## src/rtl/mem_arbiter.sv

```systemverilog
// mem_arbiter: shares one memory between fetch (0), load/store (1) and debug (2).
// One grant per cycle, round-robin with a bounded lock for bursts; reads return
// one cycle after the grant.
module mem_arbiter #(
    parameter int AW       = 8,
    parameter int DW       = 24,
    parameter int MAX_LOCK = 16
) (
    input  logic            clk,
    input  logic            rst_n,      // active-high synchronous reset
    input  logic [2:0]      req,
    input  logic [2:0]      we,
    input  logic [2:0]      lock,
    input  logic [3*AW-1:0] addr,
    input  logic [3*DW-1:0] wdata,
    output logic [2:0]      gnt,
    output logic [2:0]      rvalid,
    output logic [DW-1:0]   rdata,
    output logic            mem_en,
    output logic            mem_we,
    output logic [AW-1:0]   mem_addr,
    output logic [DW-1:0]   mem_wdata,
    input  logic [DW-1:0]   mem_rdata
);

    localparam int CW = $clog2(MAX_LOCK + 1);

    logic [1:0]    last_gnt;
    logic [1:0]    lock_own;
    logic          lock_act;
    logic [CW-1:0] lock_cnt;
    logic [2:0]    rv_pipe;

    logic          lock_hold;
    logic          any_gnt;
    logic [1:0]    gidx;
    logic [1:0]    p1, p2, p3;

    function automatic logic [1:0] next_port(input logic [1:0] p);
        return (p == 2'd2) ? 2'd0 : p + 2'd1;
    endfunction

    // Arbitration: lock hold first, otherwise round-robin after the last grant.
    // When a lock run has expired the owner is last_gnt, so it naturally drops
    // to lowest priority in the round-robin search.
    always_comb begin
        lock_hold = 1'b0;
        any_gnt   = 1'b0;
        gidx      = 2'd0;
        p1        = next_port(last_gnt);
        p2        = next_port(p1);
        p3        = next_port(p2);
        if (!rst_n) begin
            lock_hold = lock_act && req[lock_own] && lock[lock_own] &&
                        (lock_cnt < CW'(MAX_LOCK));
            if (lock_hold) begin
                any_gnt = 1'b1;
                gidx    = lock_own;
            end else if (req[p1]) begin
                any_gnt = 1'b1;
                gidx    = p1;
            end else if (req[p2]) begin
                any_gnt = 1'b1;
                gidx    = p2;
            end else if (req[p3]) begin
                any_gnt = 1'b1;
                gidx    = p3;
            end
        end
    end

    // Memory-side mux of the granted port; all zero when nothing is granted.
    always_comb begin
        gnt       = 3'b000;
        mem_en    = 1'b0;
        mem_we    = 1'b0;
        mem_addr  = '0;
        mem_wdata = '0;
        if (any_gnt) begin
            gnt       = 3'b001 << gidx;
            mem_en    = 1'b1;
            mem_we    = we[gidx];
            mem_addr  = addr[gidx*AW +: AW];
            mem_wdata = wdata[gidx*DW +: DW];
        end
    end

    // Arbitration state: last grant, lock ownership and lock run length.
    always_ff @(posedge clk) begin
        if (rst_n) begin
            last_gnt <= 2'd2;
            lock_own <= 2'd0;
            lock_act <= 1'b0;
            lock_cnt <= '0;
        end else if (any_gnt) begin
            last_gnt <= gidx;
            if (!lock[gidx]) begin
                lock_act <= 1'b0;
            end else if (lock_hold) begin
                lock_cnt <= lock_cnt + CW'(1);
            end else begin
                lock_act <= 1'b1;
                lock_own <= gidx;
                lock_cnt <= CW'(1);
            end
        end else begin
            lock_act <= 1'b0;
        end
    end

    // Read-valid pipeline: one cycle behind read grants, writes excluded.
    always_ff @(posedge clk) begin
        if (rst_n) begin
            rv_pipe <= 3'b000;
        end else begin
            rv_pipe <= gnt & ~{3{mem_we}};
        end
    end

    // A read granted just before reset must not surface during reset.
    assign rvalid = rv_pipe & ~{3{rst_n}};
    assign rdata  = mem_rdata;

endmodule

```

## config.mk

```make
export PLATFORM = sky130hd
export DESIGN_NAME = mem_arbiter
export DESIGN_NICKNAME = d
export VERILOG_FILES = /design/src/rtl/mem_arbiter.sv
export SDC_FILE = /design/constraint.sdc
export NUM_CORES = 1
export LEC_CHECK = 0
export ABC_CLOCK_PERIOD_IN_PS = 2250
export CAP_MARGIN = 20
export CORE_MARGIN = 2
export CORE_UTILIZATION = 25
export DETAILED_ROUTE_END_ITERATION = 16
export PLACE_DENSITY = 0.79
export SYNTH_ARGS = -nofsm -noshare
export SYNTH_HDL_FRONTEND = slang
export SYNTH_SLANG_ARGS = --single-unit
```

## constraint.sdc

```tcl
create_clock -name clk -period 2.25 [get_ports clk]
set_input_delay 0.45 -clock clk [delete_from_list [all_inputs] [get_ports clk]]
set_output_delay 0.45 -clock clk [all_outputs]
set_load 0.01 [all_outputs]
```

==> impl_metrics.toml, run 1 <==
[place]
hpwl_um = 5870
place_ws_ps = -1240
gp_congestion = 0.819
placed_area_um2 = 3420
place_inst = 455
port_buffers = 146

[floorplanning]
dieArea_um2 = 7350
rows = 29
die_x_um = 85.7
start_util_pct = 26.1
core_um2 = 6390
die_h_um = 85.7
ioPinCount = 195

[power_and_ir_drop]
total_leakage_power_nw = 1.64
swShare_pct = 33.6
p_clk_share_pct = 16.7
ir_drop_uv = 215
fin_total_pwr_mw = 1.27
power.density_nw_per_um2 = 314
intPower_mw = 0.844
p_sw_mw = 0.426
combinationalPowerShare_pct = 63.5
seq_power_share_pct = 19.8

[yosys]
syn_area_per_cell_um2 = 7.45
ys_types = 53
yosys.area.top_type_share_pct = 15.6
synth_area_leaders = "dfxtp_1 (16%), mux2i_1 (13%), buf_4 (11%)"
yosysSeqAreaShare_pct = 15.6
synth_flop_cell = "dfxtp_1"
netlist_top_cells_count = "nand2_1 (28), nor2_1 (28), buf_4 (25)"
yosys_warnings = 0
syn_nets = 356
synth_edf_count = 0
ys_ff_latch = 13
synth_area_um2 = 1670
yosysTopAreaCell = "dfxtp_1"
synth_cells = 224
async_flop_share_pct = 0

[clocking]
clk_pin_slew_ps = 60
cts_buffers = 3
h-tree-depth = 1
cts_hold_buf = 0
cts_max_path_buffers = 2
clock-sinks = 13
cts_tree = "done"
insertion_delay_ps = 250
root_buffer = "clkbuf_8"

[critical_path]
crit_path_cell_trace = "and4bb_2 -> nand3_4 -> a211oi_4 -> buf_12 -> buf_12 -> buf_12 -> mux2i_4 -> a211oi_2 -> buf_2"
startpoint_type = "flop"
critPathRequiredTime_ps = 1800
slowest_delay_ps = 360
crit_path_frequent_cell = "buf_12"
cp_slowest_cell = "dfxtp_4"
cp.arrival_ps = 2190
path_max_fanout = 6
crit_type = "reg -> out"
cp-end-kind = "output port"

[run_status]
status = "finished, violations left"
violations = "setup timing"

[sta]
period_share_pct = 117
fin_worst_skew_ps = 1.19
rsz0062_at_grt = "true"
worstMarginPinSlew_ps = 365
final-hold-violation-count = 0
setup_viol = 36
tns_ps = -10300
finalWorstSetupSlack_ps = -386
final_max_slew_viol_count = 0
relSlewSlack_pct = 75.7
clock.fmax_mhz = 379
post-route-min-period_ps = 2640

[grt]
antenna_found_initial = 0
gr-usage-met3_pct = 4.62
grt.busiest_layer = "met2"
grt_usage_pct = 21.8
grt_pass1_wl_um = 12800
grt_max_degree = 22
use_met2_pct = 43.4
use_met1_pct = 21.6
grt_overflow = 0
grt_pass1_vias = 2709

[hold_path]
hold_path_class = "reg -> reg"

[drt]
ant_nets = 0
viasPerCell = 5.06
drtIter0Drc = 94
via_count = 2440
drc = 0
wire_per_inst_um = 17.5
wl_um = 8440
firstDrtPassIters = 4

[cells_and_area]
final_cells = 482
antenna_cells = 0
syn_to_final_growth_pct = 142
stdcell_area_um2 = 4040
fillers = 539
fin_nets = 538
drive_above_1_share_pct = 47.9

[flow_run]
maxCapViolCount = 0
[power by group through the flow]
stage	Combinational [mW]	Clock, mW	Sequential [mW]
2_1_floorplan	0.292	0	0.252
3_3_place_gp	0.666	0	0.253
3_5_place_dp	0.676	0	0.254
4_1_cts	0.758	0.215	0.250
5_1_grt	0.855	0.227	0.253
6_report	0.807	0.212	0.251
[stage by stage]
stage	util (%)	hold WS [ps]
5_1_grt	63.3	522
6_report	63.3	493
4_1_cts	60.6	490
3_5_place_dp	53.6	482
2_1_floorplan	-	454
3_3_place_gp	53.6	479
[layout by cell type, fill, tap and decap left out, types with 4 or more instances in the layout]
cell type        count
buf_16               5
buf_4               41
nor2b_1              4
nor2_2               5
nor2_1              16
buf_12               6
mux2i_4              8
clkdlybuf4s50_1    100
o21ai_1              5
mux2i_1             11
dlygate4sd2_1        4
nor2_4               7
a211oi_2            20
a22oi_2             11
dfxtp_1              8
buf_6               15
nor3_1               5
buf_2               37
nand2_1             28
[state kept, by name, summed over array words and instances (netlist names)]
register	count
lock_cnt	5
rv_pipe	3
lock_act	1
last_gnt	2
lock_own	2
[worst max-delay path: cells and delay by family (launching register included)]
kind            cells  cell delay [ps]
compound gates      2              340
simple gates        2              430
mux                 1              230
buf+inv             4              580
flops               1              360
[routing by layer]
metal | part of all wire [%] | vias to the layer above
met1 | 35 | 1135
met5 | 0 | -
li1 | - | 1172
met4 | 2.6 | 0
met2 | 56 | 112
met3 | 5.7 | 21
[layout make-up]
class	count	area [um^2]	area share, %
Clock buffer	3	41.3	1.02
Clock inverter	1	5.00	0.124
Inverter	3	15.0	0.372
Multi-Input combinational cell	171	1580	39.1
Sequential cell	13	272	6.72
Tap cell	77	96.3	2.38
Timing Repair Buffer	213	2020	50.1
Timing Repair inverter	1	7.51	0.186
[cell families (layout without fill, tap and decap cells)]
group	count (synthesis)	after routing	share of synthesized area, %
muxes	22	22	13.2
and+or+nand+nor	83	83	23.5
adders and majority gates	1	1	0.750
DFF	13	13	15.6
AOI/OAI and AO/OA	65	65	30.7
buffers and inverters	40	221	16.3
[path summary, 6_finish.rpt]
kind / start / to / slack (ps) / cells past startpoint
min: lock_cnt[1]$_SDFFE_PP0P_ / lock_cnt[1]$_SDFFE_PP0P_ / 490 / 2
min reg2reg: lock_cnt[1]$_SDFFE_PP0P_ / lock_cnt[1]$_SDFFE_PP0P_ / 490 / 2
max: lock_own[1]$_SDFFE_PP0P_ / mem_wdata[20] / -390 / 9
max reg2reg: lock_own[1]$_SDFFE_PP0P_ / lock_cnt[2]$_SDFFE_PP0P_ / 60 / 9
[timing repair]
item                                    4_1_cts  5_1_grt
pin swaps                                    28       17
cloned                                        8        0
resized for setup                           258       29
endpoints found under the setup margin       47       42
setup buffers                                11        4
Note: power is estimated with default switching activity, not from simulation.
==> inputs of run 2 (changes only) <==
--- a/config.mk
+++ b/config.mk
@@ -6,7 +6,6 @@
 export NUM_CORES = 1
 export LEC_CHECK = 0
 export ABC_CLOCK_PERIOD_IN_PS = 2250
-export CAP_MARGIN = 20
 export CORE_MARGIN = 2
 export CORE_UTILIZATION = 25
 export DETAILED_ROUTE_END_ITERATION = 16
==> results of run 2 <==
No change in the layout: final DEF, timing and power equal those of run 1.
